[src/rtl/word_packer_32to64.sv]
// Packs pairs of 32-bit stream words into 64-bit words behind a valid/ready output register.
// Optional PACKER_PARITY_EN adds out_parity_o, the registered even parity of out_data_o.
module word_packer_32to64 #(
  parameter bit          LOW_FIRST = 1'b1,
  parameter logic [31:0] PAD_VALUE = 32'h0,
  parameter int unsigned CNT_W     = 16
) (
  input  logic             clk_i,
  input  logic             reset_i,
  input  logic             in_valid_i,
  output logic             in_ready_o,
  input  logic [31:0]      in_data_i,
  input  logic             flush_i,
  output logic             out_valid_o,
  input  logic             out_ready_i,
  output logic [63:0]      out_data_o,
  output logic             out_partial_o,
`ifdef PACKER_PARITY_EN
  output logic             out_parity_o,
`endif
  output logic [CNT_W-1:0] out_count_o
);

  typedef enum logic [0:0] {StEmpty, StHalf} state_e;

  state_e             state_q, state_d;
  logic [31:0]        half_q, half_d;
  logic               out_valid_q, out_valid_d;
  logic [63:0]        out_data_q, out_data_d;
  logic               out_partial_q, out_partial_d;
  logic [CNT_W-1:0]   count_q, count_d;

  logic slot_free, in_fire, out_fire;

  assign slot_free  = !out_valid_q || out_ready_i;
  assign in_ready_o = (state_q == StEmpty) || slot_free;
  assign in_fire    = in_valid_i && in_ready_o;
  assign out_fire   = out_valid_q && out_ready_i;

  always_comb begin
    state_d       = state_q;
    half_d        = half_q;
    out_valid_d   = out_valid_q;
    out_data_d    = out_data_q;
    out_partial_d = out_partial_q;
    count_d       = count_q + CNT_W'(out_fire);

    if (out_fire) begin
      out_valid_d = 1'b0;
    end

    unique case (state_q)
      StEmpty: begin
        if (in_fire) begin
          half_d  = in_data_i;
          state_d = StHalf;
        end
      end
      StHalf: begin
        // A new input word always wins over flush in the same cycle.
        if (in_fire) begin
          out_data_d    = LOW_FIRST ? {in_data_i, half_q} : {half_q, in_data_i};
          out_valid_d   = 1'b1;
          out_partial_d = 1'b0;
          state_d       = StEmpty;
        end else if (flush_i && slot_free) begin
          out_data_d    = LOW_FIRST ? {PAD_VALUE, half_q} : {half_q, PAD_VALUE};
          out_valid_d   = 1'b1;
          out_partial_d = 1'b1;
          state_d       = StEmpty;
        end
      end
      default: state_d = StEmpty;
    endcase
  end

  always_ff @(posedge clk_i) begin
    if (reset_i) begin
      state_q       <= StEmpty;
      half_q        <= '0;
      out_valid_q   <= 1'b0;
      out_data_q    <= '0;
      out_partial_q <= 1'b0;
      count_q       <= '0;
    end else begin
      state_q       <= state_d;
      half_q        <= half_d;
      out_valid_q   <= out_valid_d;
      out_data_q    <= out_data_d;
      out_partial_q <= out_partial_d;
      count_q       <= count_d;
    end
  end

`ifdef PACKER_PARITY_EN
  logic parity_q;

  always_ff @(posedge clk_i) begin
    if (reset_i) begin
      parity_q <= 1'b0;
    end else begin
      parity_q <= ^out_data_d;
    end
  end

  assign out_parity_o = parity_q;
`endif

  assign out_valid_o   = out_valid_q;
  assign out_data_o    = out_data_q;
  assign out_partial_o = out_partial_q;
  assign out_count_o   = count_q;

endmodule
[config.mk]
export PLATFORM = sky130hd
export DESIGN_NAME = word_packer_32to64
export DESIGN_NICKNAME = d
export VERILOG_FILES = /design/src/rtl/word_packer_32to64.sv
export SDC_FILE = /design/constraint.sdc
export NUM_CORES = 1
export LEC_CHECK = 0
export CAP_MARGIN = 5
export CORE_MARGIN = 2
export CORE_UTILIZATION = 51
export CTS_CLUSTER_DIAMETER = 50
export DETAILED_ROUTE_END_ITERATION = 10
export GPL_TIMING_DRIVEN = 0
export PLACE_DENSITY = 0.84
export SETUP_SLACK_MARGIN = 0.15
export SYNTH_ARGS = -nofsm -noshare
export SYNTH_HDL_FRONTEND = slang
export SYNTH_SLANG_ARGS = --single-unit
[constraint.sdc]
create_clock -name clk_i -period 2.54 [get_ports clk_i]
set_input_delay 0.508 -clock clk_i [delete_from_list [all_inputs] [get_ports clk_i]]
set_output_delay 0.508 -clock clk_i [all_outputs]
set_load 0.1 [all_outputs]
# Yosys cells after proc, flatten, opt, wreduce, memory -nomap -nowiden
# Cells that the tools add are included.
# classes
n_addsub	1
mux	12
n_bitwise	1
n_reduce_logical	9
# ops
cell	n
64-bit two-way mux	2
16-bit by 1-bit adder with 16-bit output	1
1-bit two-way mux	9
2-bit AND reduction	2
1-bit logical AND	3
1-bit logical OR	2
1-bit case mux with 2 select lines	1
2-bit nonzero test	1
1-bit zero test	1
1-bit inverter	1
# totals
register_bits	115
out_inout_bits	83

# Logic depth before layout (Yosys ltp)
# logic_depth
depth_word	6
depth_mapped	6

# Worst setup path before layout
# OpenSTA, ideal clock, no wires.
# synth_timing
path_kind	register -> output
from	reg out_valid_q, in the netlist out_valid_o
to	out in_ready_o
t_arrival_ns	2.250
slack_ns	-0.218
path_stages_with_launch	5
path_buffers	2
path_cell_list	dfxtp_1 -> nor2b_1 -> buf_2 -> buf_1 -> nand2_1
# synth_between
elab_chain_len	3
# synth_rtl
element	line	text
start: declaration	28	logic out_valid_q, out_valid_d;
start signal: assignment	88	out_valid_q <= out_valid_d;
1-bit zero test	35	assign slot_free = !out_valid_q || out_ready_i;
1-bit logical OR	35	
1-bit logical OR	36	assign in_ready_o = (state_q == StEmpty) || slot_free;
end: declaration	11	output logic in_ready_o,
# Every way passes these cells.

# Worst setup path in the final report
# layout_timing
from	reg count_q[2], in the netlist out_count_o[2]
to	out out_count_o[2]
# layout_lines
element	line	text
start: declaration	31	logic [CNT_W-1:0] count_q, count_d;
start signal: assignment	91	count_q <= count_d;
end: declaration	21	output logic [CNT_W-1:0] out_count_o
# No word-level cell between the ends.

==> impl_summary.md <==
Timing
The final critical path time including I/O delays and setup is between 2 and 2.5 ns. The final-report max-slew violation count came to 0. The total negative setup slack is 0 ns. The achievable clock frequency is between 400 and 500 MHz. The worst clock skew on the final layout is 0.005441 ns.

Across all setup checks in the final design, the least slack found is 0.1885 ns. The slew at the pin closest to its max-slew limit is a little over 1 ns. In the finished design, the share of the clock period the worst path needs comes to approximately 93%. The final number of setup-violating endpoints is 0. Setup repair after global routing could not meet its margin everywhere.

The number of hold violations in the final report was 0. The worst relative slew slack is 32.74%.

Clock tree
Post-CTS timing repair inserted 0 buffers for setup. After clock tree synthesis, the clock-pin slew on the worst setup and hold paths is 0.05 ns. The tree built by TritonCTS fans out to between 100 and 150 sinks. The insertion delay of the later-clocked pin in the worst-skew pair is 0.52 ns.

The maximum number of buffers from clock root to sink is 2. TritonCTS built the clock tree. The maximum level of the CTS H-tree is 4. The clock root buffer is clkbuf_8.

The total clock buffers created by CTS is 17.

Final layout
The most common cell after layout, fill and taps aside is dfxtp_1. The area growth from synthesis to layout is 41.37%. Measured on the finished design, the core utilization comes to between 70% and 80%. The net total in the final layout is 639. The final cell area excluding filler cells is 6118 um2. The count of inserted antenna diode cells is 0. The post-route netlist has slightly below 10% of its cells at a drive strength greater than 1. Leaving out fill and tap cells, the most frequent cells in the layout are dfxtp_1, dlygate4sd2_1, a21oi_1, nand2_1.

Drt
The post-detailed-route via-to-cell ratio is a little under 6. The residual DRC count is 0. The total wirelength of the detailed-routed design is approximately 12000 um. For this run, the detailed router's first-pass iteration total came to 6. The total via count in the routed design is 4205. The wire length per cell is about 17 um. For this block, the initial DRC count from the detailed router was between 200 and 300. The number of antenna-violating nets in the routed design is 0.

Worst setup path
STA puts the critical path data arrival time at 1.84 ns. The count of buffering cells on the critical path with inverters included is 1. The slowest stage of the critical path is the clkdlybuf4s15_1 cell.

The kind of cell adding the most delay to the critical path is buffers and inverters. The signal on the critical path passes through clkdlybuf4s15_1. The data required time of the worst path is ~2.0 ns. On the worst path, the slowest cell contributes a delay of 0.87 ns. The kind of start point of the critical path is a register. The worst setup path is captured at an output pin. Across all register-to-register paths, the minimum setup slack is 0.63 ns.

The critical path in this run is classified as reg -> out. Of all nets on the critical path, the largest fanout is 6.

Synthesis
The register area share after synthesis is between 50% and 60%. dfxtp_1 takes more of the synthesized area than any other cell. After synthesis, the mean cell area works out to 9.348 um2. Synthesis produced a netlist with a net count of 503. The number of warnings reported in the yosys synthesis log is 0. The number of synthesized register bits is 115. The cell area after synthesis is 4328 um2. Summed over its instances, the top area cell type makes up 53.19% of the synthesized netlist area. In the synthesized netlist, the number of instances is 463.

Synthesis instantiated 33 different standard cells from the library. Yosys attributes the largest share of cell area to dfxtp_1, a21oi_1, a22o_1.

Placed design
The number of buffer cells added on primary ports is 119. The cell area reported after detailed placement is 5654 um2. The worst setup timing slack at the placement stage is -0.7135 ns. The detailed placer's ending HPWL is about 8400 um. Routability-driven placement finished with a final weighted congestion of 0.8638.

Die
The chip width is roughly 96 um. The starting density of the core is between 50% and 60%. The die covers approximately 9200 um2. After floorplanning, the core was divided into 33 placement rows. The core box area is 8217 um2. In this run the count of I/O pins placed on the die edge is 120.

The vertical die dimension is ~96 um.

Power
The peak supply drop is roughly 0.54 mV. The internal power of the cells is 3.539 mW. The total power after layout is 4.861 mW. The switching share of total power is 27.19%. The proportion of power drawn by flip-flops and latches is 39.4%. The clock network fraction of design power is 47.9%. The cell leakage power is 2.606 nW. Power spread over the standard cell area amounts to 794.5 nW/um2. The share of total power dissipated in combinational logic is roughly an eighth. For this design the total switching power over the nets is 1.322 mW.

Global routing
The largest net degree at the start of global routing is 20. The number of global-route vias before repair was about 4100. The total global-route track usage is 27.92%. For this run the aggregate overflow at the end of global routing stands at 0. The first global-routing pass estimated 19680 um of wire. The initial antenna violation count is 0.

Run
Max-cap violations in this run came to 0.

Worst hold path
The path class of the tightest hold or removal check is reg -> reg.

Status
The run finished with clean final reports.
## repair_timing
item / CTS / global route
hold buffers: 0 / 0
endpoints found under the hold margin: 0 / 0
endpoints found under the setup margin: 83 / 6
resized for setup: 85 / 9
## logic make-up after synthesis
group / share of synthesized area (%)
compound gates: 22.41
fa+ha+maj: 0.8674
mux: 1.041
simple gates: 17.06
xor+xnor: 0.6072
buf+inv: 4.828
flops: 53.19
## layer usage
metal	wire (um)	GRT usage (%)	part of all wire (%)
met3	972	7.283	7.9
met4	231	11.43	1.9
met5	0	0	0
met1	5044	34.21	41
met2	6120	46.53	49
## synth_stat cells
| master | n |
|---|---|
| dfxtp_1 | 115 |
| or2_1 | 1 |
| xnor2_1 | 1 |
| nand3_1 | 5 |
| a311oi_1 | 1 |
| nor4_1 | 2 |
| buf_1 | 12 |
| o21ai_0 | 3 |
| buf_4 | 3 |
| a22o_1 | 32 |
| nand4_1 | 33 |
| o31ai_1 | 36 |
| or3_1 | 3 |
| nand4_2 | 2 |
| or4_1 | 4 |
| nand2b_1 | 2 |
| o21a_1 | 1 |
| inv_2 | 1 |
| nor4b_4 | 1 |
| a31oi_4 | 1 |
| clkbuf_1 | 16 |
| nor2b_1 | 8 |
| and2_1 | 1 |
| buf_2 | 14 |
| ha_1 | 3 |
| mux2_2 | 4 |
| nor4_2 | 2 |
| a31oi_1 | 1 |
| nor2_1 | 9 |
| nand2_1 | 70 |
| xor2_1 | 2 |
| inv_1 | 2 |
| a21oi_1 | 72 |
## metrics by stage
| stage | hold WS [ns] | instances |
|---|---|---|
| CTS | 0.4577 | 717 |
| finish | 0.4568 | 717 |
| floorplan | 0.4367 | 463 |
| detailed placement | 0.4490 | 687 |
| global placement | 0.4423 | 687 |
| global route | 0.4809 | 717 |
## final timing paths
check	endpoint	startpoint	depth (start not counted)
min reg2reg	half_q[27]	half_q[27]	2
min	half_q[27]	half_q[27]	2
max reg2reg	out_count_o[12]	out_valid_o	6
max	out_count_o[2]	out_count_o[2]	1
## cell type report
| type | count | area, um2 |
|---|---|---|
| Clock buffer | 22 | 442.9 |
| Clock inverter | 10 | 132.6 |
| Sequential cell | 115 | 2303 |
| Fill cell | 612 | 2098 |
| Buffer | 43 | 190.2 |
| Inverter | 3 | 11.26 |
| Timing Repair Buffer | 119 | 1087 |
| Tap cell | 105 | 131.4 |
| Multi-Input combinational cell | 300 | 1819 |
## flip-flops by register name, indices dropped and copies added (netlist names)
signal and flops:
half_q 32, out_valid_o 1, out_count_o 16, state_q 1
out_data_o 64, out_partial_o 1
## power groups by stage
stage          Sequential [mW]  Combinational (mW)  Clock [mW]
5_1_grt                   1.92               0.655        2.41
3_5_place_dp              1.95               0.638           0
6_report                  1.91               0.620        2.33
3_3_place_gp              1.95               0.627           0
4_1_cts                   1.91               0.618        2.33
2_1_floorplan             2.19               0.188           0
Note: power is estimated with default switching activity, not from simulation.
